[src/rtl/policy_deck.sv]
`default_nettype none
// ---------------------------------------------------------------------------
// policy_deck : policy-card draw stack, discard pile, hand and enact counters
//               with an LFSR-driven in-place shuffle. Optional POLICY_DECK_PEEK_EN.
// Revision    : 1.0
// ---------------------------------------------------------------------------
module policy_deck #(
  parameter int         N_CARDS   = 17,
  parameter int         N_LIB     = 6,
  parameter logic [7:0] LFSR_SEED = 8'h01
) (
  input  logic                               clk,
  input  logic                               rst,
  input  logic                               op_valid,
  input  logic [2:0]                         op_code,
  input  logic [1:0]                         op_arg,
  output logic                               op_ready,
  output logic [2:0]                         hand,
  output logic [1:0]                         hand_n,
  output logic [$clog2(N_CARDS+1)-1:0]       stack_n,
  output logic [$clog2(N_CARDS+1)-1:0]       discard_n,
  output logic [2:0]                         lib_enacted,
  output logic [2:0]                         fas_enacted,
  output logic [2:0]                         peek,
  output logic                               done,
  output logic                               err
);

  localparam int CW = $clog2(N_CARDS + 1);
  localparam logic [N_CARDS-1:0] STACK_INIT = {{(N_CARDS-N_LIB){1'b0}}, {N_LIB{1'b1}}};

  localparam logic [1:0] S_IDLE  = 2'd0;
  localparam logic [1:0] S_MERGE = 2'd1;
  localparam logic [1:0] S_SHUF  = 2'd2;

  localparam logic [1:0] P_NONE = 2'd0;
  localparam logic [1:0] P_DRAW = 2'd1;
  localparam logic [1:0] P_PEEK = 2'd2;

  localparam logic [2:0] OP_NOP     = 3'd0;
  localparam logic [2:0] OP_RESET   = 3'd1;
  localparam logic [2:0] OP_DRAW3   = 3'd2;
  localparam logic [2:0] OP_DISCARD = 3'd3;
  localparam logic [2:0] OP_ENACT   = 3'd4;
  localparam logic [2:0] OP_SHUFFLE = 3'd5;
  localparam logic [2:0] OP_PEEK3   = 3'd6;

  logic [1:0]         state_q, state_d;
  logic [1:0]         pend_q, pend_d;
  logic [N_CARDS-1:0] stack_q, stack_d;
  logic [N_CARDS-1:0] disc_q, disc_d;
  logic [CW-1:0]      stack_n_q, stack_n_d;
  logic [CW-1:0]      disc_n_q, disc_n_d;
  logic [CW-1:0]      i_q, i_d;
  logic [2:0]         hand_q, hand_d;
  logic [1:0]         hand_n_q, hand_n_d;
  logic [2:0]         lib_q, lib_d;
  logic [2:0]         fas_q, fas_d;
  logic [7:0]         lfsr_q, lfsr_d;
  logic               done_q, done_d;
  logic               err_q, err_d;
  logic               w_fin;
  logic [CW-1:0]      w_j;
`ifdef POLICY_DECK_PEEK_EN
  logic [2:0]         peek_q, peek_d;
`endif

  assign w_j = lfsr_q[CW-1:0];

  always_ff @(posedge clk or posedge rst) begin
    if (rst) begin
      state_q   <= S_IDLE;
      pend_q    <= P_NONE;
      stack_q   <= STACK_INIT;
      disc_q    <= '0;
      stack_n_q <= CW'(N_CARDS);
      disc_n_q  <= '0;
      i_q       <= '0;
      hand_q    <= '0;
      hand_n_q  <= '0;
      lib_q     <= '0;
      fas_q     <= '0;
      lfsr_q    <= LFSR_SEED;
      done_q    <= 1'b0;
      err_q     <= 1'b0;
`ifdef POLICY_DECK_PEEK_EN
      peek_q    <= '0;
`endif
    end else begin
      state_q   <= state_d;
      pend_q    <= pend_d;
      stack_q   <= stack_d;
      disc_q    <= disc_d;
      stack_n_q <= stack_n_d;
      disc_n_q  <= disc_n_d;
      i_q       <= i_d;
      hand_q    <= hand_d;
      hand_n_q  <= hand_n_d;
      lib_q     <= lib_d;
      fas_q     <= fas_d;
      lfsr_q    <= lfsr_d;
      done_q    <= done_d;
      err_q     <= err_d;
`ifdef POLICY_DECK_PEEK_EN
      peek_q    <= peek_d;
`endif
    end
  end

  always_comb begin
    state_d   = state_q;
    pend_d    = pend_q;
    stack_d   = stack_q;
    disc_d    = disc_q;
    stack_n_d = stack_n_q;
    disc_n_d  = disc_n_q;
    i_d       = i_q;
    hand_d    = hand_q;
    hand_n_d  = hand_n_q;
    lib_d     = lib_q;
    fas_d     = fas_q;
    lfsr_d    = {lfsr_q[6:0], lfsr_q[7] ^ lfsr_q[5] ^ lfsr_q[4] ^ lfsr_q[3]};
    done_d    = 1'b0;
    err_d     = 1'b0;
    w_fin     = 1'b0;
`ifdef POLICY_DECK_PEEK_EN
    peek_d    = peek_q;
`endif
    case (state_q)
      S_IDLE: begin
        if (op_valid) begin
          case (op_code)
            OP_NOP: done_d = 1'b1;
            OP_RESET: begin
              stack_d   = STACK_INIT;
              disc_d    = '0;
              stack_n_d = CW'(N_CARDS);
              disc_n_d  = '0;
              hand_d    = '0;
              hand_n_d  = '0;
              lib_d     = '0;
              fas_d     = '0;
              pend_d    = P_NONE;
              done_d    = 1'b1;
`ifdef POLICY_DECK_PEEK_EN
              peek_d    = '0;
`endif
            end
            OP_DRAW3: begin
              pend_d = P_DRAW;
              if (hand_n_q != 2'd0) begin
                err_d  = 1'b1;
                pend_d = pend_q;
              end else if (stack_n_q >= CW'(3)) w_fin = 1'b1;
              else state_d = S_MERGE;
            end
            OP_DISCARD: begin
              if (hand_n_q == 2'd3 && op_arg != 2'd3) begin
                disc_d   = disc_q | (N_CARDS'(hand_q[op_arg]) << disc_n_q);
                disc_n_d = disc_n_q + CW'(1);
                case (op_arg)
                  2'd0:    hand_d = {1'b0, hand_q[2], hand_q[1]};
                  2'd1:    hand_d = {1'b0, hand_q[2], hand_q[0]};
                  default: hand_d = {1'b0, hand_q[1], hand_q[0]};
                endcase
                hand_n_d = 2'd2;
                done_d   = 1'b1;
              end else err_d = 1'b1;
            end
            OP_ENACT: begin
              if (hand_n_q == 2'd2 && !op_arg[1] && lib_q < 3'd5 && fas_q < 3'd6) begin
                if (hand_q[op_arg[0]]) lib_d = lib_q + 3'd1;
                else                   fas_d = fas_q + 3'd1;
                disc_d   = disc_q | (N_CARDS'(hand_q[~op_arg[0]]) << disc_n_q);
                disc_n_d = disc_n_q + CW'(1);
                hand_d   = '0;
                hand_n_d = 2'd0;
                done_d   = 1'b1;
              end else err_d = 1'b1;
            end
            OP_SHUFFLE: begin
              pend_d  = P_NONE;
              state_d = S_MERGE;
            end
`ifdef POLICY_DECK_PEEK_EN
            OP_PEEK3: begin
              pend_d = P_PEEK;
              if (stack_n_q >= CW'(3)) w_fin = 1'b1;
              else state_d = S_MERGE;
            end
`endif
            default: err_d = 1'b1;
          endcase
        end
      end
      S_MERGE: begin
        stack_d   = stack_q | (disc_q << stack_n_q);
        stack_n_d = stack_n_q + disc_n_q;
        disc_d    = '0;
        disc_n_d  = '0;
        i_d       = stack_n_d - CW'(1);
        if (stack_n_d <= CW'(1)) w_fin = 1'b1;
        else state_d = S_SHUF;
      end
      S_SHUF: begin
        // Out-of-range draws simply retry with the next LFSR value.
        if (w_j <= i_q) begin
          stack_d[i_q] = stack_q[w_j];
          stack_d[w_j] = stack_q[i_q];
          i_d          = i_q - CW'(1);
          if (i_q == CW'(1)) w_fin = 1'b1;
        end
      end
      default: state_d = S_IDLE;
    endcase

    // Completion of a draw/peek, either immediate or after an auto-shuffle.
    if (w_fin) begin
      state_d = S_IDLE;
      case (pend_d)
        P_DRAW: begin
          if (stack_n_d >= CW'(3)) begin
            hand_d    = stack_d[2:0];
            stack_d   = stack_d >> 3;
            stack_n_d = stack_n_d - CW'(3);
            hand_n_d  = 2'd3;
            done_d    = 1'b1;
          end else err_d = 1'b1;
        end
        P_PEEK: begin
`ifdef POLICY_DECK_PEEK_EN
          peek_d = stack_d[2:0];
`endif
          done_d = 1'b1;
        end
        default: done_d = 1'b1;
      endcase
      pend_d = P_NONE;
    end
  end

  always_comb begin
    op_ready    = (state_q == S_IDLE);
    hand        = hand_q & ~(3'b111 << hand_n_q);
    hand_n      = hand_n_q;
    stack_n     = stack_n_q;
    discard_n   = disc_n_q;
    lib_enacted = lib_q;
    fas_enacted = fas_q;
    done        = done_q;
    err         = err_q;
`ifdef POLICY_DECK_PEEK_EN
    peek        = peek_q;
`else
    peek        = 3'b000;
`endif
  end

endmodule
`default_nettype wire
[config.mk]
export PLATFORM = sky130hd
export DESIGN_NAME = policy_deck
export DESIGN_NICKNAME = d
export VERILOG_FILES = /design/src/rtl/policy_deck.sv
export SDC_FILE = /design/constraint.sdc
export NUM_CORES = 1
export LEC_CHECK = 0
export BUFFER_PORTS_ARGS = -buffer_cell sky130_fd_sc_hd__buf_4
export CELL_PAD_IN_SITES_DETAIL_PLACEMENT = 2
export CELL_PAD_IN_SITES_GLOBAL_PLACEMENT = 2
export CORE_MARGIN = 1
export CORE_UTILIZATION = 42
export DETAILED_ROUTE_END_ITERATION = 7
export GPL_ROUTABILITY_DRIVEN = 1
export PLACE_DENSITY = 0.93
export SETUP_SLACK_MARGIN = 0.4
export SYNTH_ARGS = -nofsm -noshare
export SYNTH_HDL_FRONTEND = slang
export SYNTH_SLANG_ARGS = --single-unit
[constraint.sdc]
create_clock -name clk -period 5.4 [get_ports clk]
set_clock_uncertainty 0.2 [all_clocks]
set_input_delay 0 -clock clk [delete_from_list [all_inputs] [get_ports clk]]
set_output_delay 0 -clock clk [all_outputs]
set_load 0.01 [all_outputs]
==> summary.txt <==
simple-gate area share of the yosys netlist - 0.208
Cells after DPL - 873
Worst Path Arrival - 4780 ps
switch share - 0.473
crit path buf inv count - 2
mux contribution to synthesized area - 0.139
syn_area_per_cell - 8.79 sq um
vias in the first global route - 6643
Critical Path Max Stage Delay - 650 ps
count of final max-slew check failures - 0
grt ovf - 0
Placer Congestion - 0.946
initial antenna violation count - 0
Final Core Density - 0.484
met2 Use GR - 0.626
CTS tree - yes
wire per inst - 29.2 um
fmax - 211 MHz
Seq/Total Area, Yosys - 0.301
Inserted Clock Buffers - 9
via count - 6204
FP Rows - 43
Reg clk slew, reported paths - 70 ps
FF-to-FF path depth - 12
GRT Util Overall - 0.363
min Tclk post-route - 4730 ps
Clock power frac - 0.222
Synth Register Bits - 74
NetSw - 1480 uW
GR peak layer - met2
ANT cells - 0
Worst setup SP type - register
final hold slack - 37.9 ps
main combinational cell family by area after synthesis - compound AO/OA/AOI/OAI gates
I/O pin count - 35
drt drc - 0
final worst-path cycle share - 0.877
Post-Syn Area - 0.00619 sq mm
crit path kind - reg -> reg
Crit-path slowest cell - dfrtp_2
Hold Path Cell Cnt - 4
Initial Util - 0.437
Final Hold Violating Endpoints - 0
Routed Antenna Nets - 0
R2R Setup Slk - 670 ps
Worst Hold Path EP - pend_q[0]
GR Util met3 - 0.0489
pwr/cell area - 458 mW/mm^2
Gate Count Post-Synth - 704
Logic pwr share - 0.449
CTS Buffer Depth - 2
DP HPWL - 17.8 mm
Min-Delay Path Class - in -> reg
Synth top area share - 0.263
status - finished clean
largest net degree at the start of global routing - 75
Data required, critical path - 5440 ps
Total Wirelength - 26.2 mm
relative slew slack - 0.257
share of cells above drive strength 1 - 0.159
synthesis warning total - 0
Max VDD drop - 297 uV
final setup fails - 0
Slew @ Worst Pin - 1110 ps
maxcap violations - 0
Die ar. - 0.0152 sq mm
synth unique cells - 82
Yosys top cell by area - dfrtp_1
grt met1 use - 0.447
htree depth - 3
Post-DP Area - 0.00644 sq mm
I/O Buffers - 31
Post-synth EDFFs - 0
fillers - 1504
Synth area leaders - dfrtp_1 26%, mux4_2 6.9%, nor2_1 4.8%
drt first pass iters - 4
setup TNS - 0 ps
RSZ-0062 raised after global routing - no
first-pass GRT wire length - 40.5 mm
die width - 123 um
nets@finish - 739
R2R Path End - stack_n[1]
Synth Flop Type - dfrtp_1
XOR/XNOR Fraction of Synth Area - 0.0226
area delta synth->final - 10.6%
initial DRC count - 444
LEAKAGE - 0.00293 uW
Seq pwr share - 0.329
crit path max fanout - 25
Die Height - 123 um
crit-path cells - nand2b_1, o211ai_1, a32oi_4, nor2_2, o22ai_1, inv_1, ha_1, a21oi_1, o21ai_1, o311ai_4, buf_4, mux2_2
design area - 0.00685 sq mm
via/cell ratio - 6.93
Worst Hold Launch - op_valid
delay-heaviest family, CP - compound AO/OA/AOI/OAI gates
Synth async-reset ratio - 1.00
clk sinks - 74
Reg-to-Reg Start - state_q[1]
Synth Area in Compound Gates - 0.236
final cell count without fillers - 895
core area - 0.0141 sq mm
Int Pwr - 1650 uW
clk_lat worst skew - 360 ps
Adder-Cell Fraction of Synth Area - 0.0437
clk root buf - clkbuf_16
Critical Path Sink Type - register
[layer usage]
| metal | vias to the layer above | wire length, um |
|---|---|---|
| met3 | 78 | 1340 |
| li1 | 2629 | - |
| met2 | 289 | 13100 |
| met5 | - | 0 |
| met4 | 0 | 1020 |
| met1 | 3208 | 10700 |
[power groups by stage]
stage | Clock (uW) | Combinational (uW) | Sequential, uW
finish | 694 | 1410 | 1030
global route | 718 | 1500 | 1040
CTS | 698 | 1360 | 1010
detailed placement | 0 | 1320 | 1020
global placement | 0 | 1230 | 982
floorplan | 0 | 1020 | 816
[worst max path at each step]
stage               start  cells after the start  slack (ps)     endpoint
2_1_floorplan   hand_n[1]                     13        2200  stack_q[10]
3_3_place_gp   state_q[1]                     12        1030    hand_q[0]
3_5_place_dp   state_q[1]                     12         570    hand_q[0]
4_1_cts        state_q[1]                     12         450   stack_n[1]
5_1_grt        state_q[0]                     12         520   stack_q[8]
6_report       state_q[1]                     12         670   stack_n[1]
[worst min-delay path, delay by kind of cell]
kind                   cells  cell delay (ps)
buffers and inverters      1              110
and+or+nand+nor            2              310
AOI/OAI and AO/OA          1              120
[cell families after synthesis]
family                   after synthesis
buffers and inverters                 68
adder cells (fa/ha/maj)               21
other                                  1
flip-flops                            74
multiplexers                          57
XOR/XNOR                              16
AND/OR/NAND/NOR                      259
AO/OA/AOI/OAI                        208
[layout make-up]
type / count / area, sq um / share of cell area
clock buffers: 10 / 239 / 0.0349
clock inverters: 6 / 87.6 / 0.0128
inverters: 21 / 78.8 / 0.0115
multi-input cells: 564 / 4040 / 0.589
flip-flops and latches: 74 / 1860 / 0.272
well taps: 180 / 225 / 0.0329
repair buffers: 40 / 315 / 0.0461
[sequential cells by signal (all words and copies together), names as in the netlist]
| name | cells |
|---|---|
| state_q | 2 |
| lib_enacted | 3 |
| discard_n | 5 |
| stack_q | 17 |
| pend_q | 2 |
| lfsr_q | 8 |
| hand_q | 3 |
| stack_n | 5 |
| fas_enacted | 3 |
| i_q | 5 |
| hand_n | 2 |
| done | 1 |
| err | 1 |
| disc_q | 17 |
[synth_stat cells, types with 6 or more instances]
library cell / instances
nor2_1: 79
dfrtp_1: 65
nand2_1: 64
a21oi_1: 48
o21ai_0: 35
clkbuf_1: 28
nand3_1: 22
inv_1: 21
ha_1: 20
mux2i_1: 20
mux4_2: 19
nor3_1: 17
a31oi_1: 15
and2_1: 13
a22oi_1: 11
mux2_2: 11
xnor2_1: 11
buf_2: 10
nor2b_1: 10
dfstp_2: 9
nand2b_1: 9
o31ai_1: 9
a211oi_1: 8
a2bb2oi_1: 8
and3_1: 8
o22ai_1: 8
a21o_1: 7
a311o_1: 7
mux2_4: 7
o211ai_1: 7
buf_4: 6
[layout by cell type (no fill, tap or decap), drive strengths merged, types with 11 or more instances in the layout]
| cell type | instances |
|---|---|
| nand2 | 64 |
| xnor2 | 11 |
| o21ai | 37 |
| nor3 | 17 |
| buf | 34 |
| a31oi | 15 |
| and2 | 13 |
| a21oi | 49 |
| nor2 | 80 |
| inv | 22 |
| mux4 | 19 |
| nand3 | 22 |
| mux2 | 18 |
| dfrtp | 65 |
| mux2i | 20 |
| a22oi | 11 |
| ha | 20 |
[repair_timing]
item	4_1_cts	5_1_grt
resized for setup	0	3
buffers inserted	0	0
endpoints found under the hold margin	70	0
setup endpoints to repair	0	22
hold buffers	6	0
[stage by stage]
stage / total power [uW] / worst slack, ps
detailed placement: 2340 / 566
finish: 3130 / 666
CTS: 3070 / 452
global placement: 2210 / 1030
global route: 3260 / 524
floorplan: 1840 / 2200
Power figures use the tool's default switching activity.
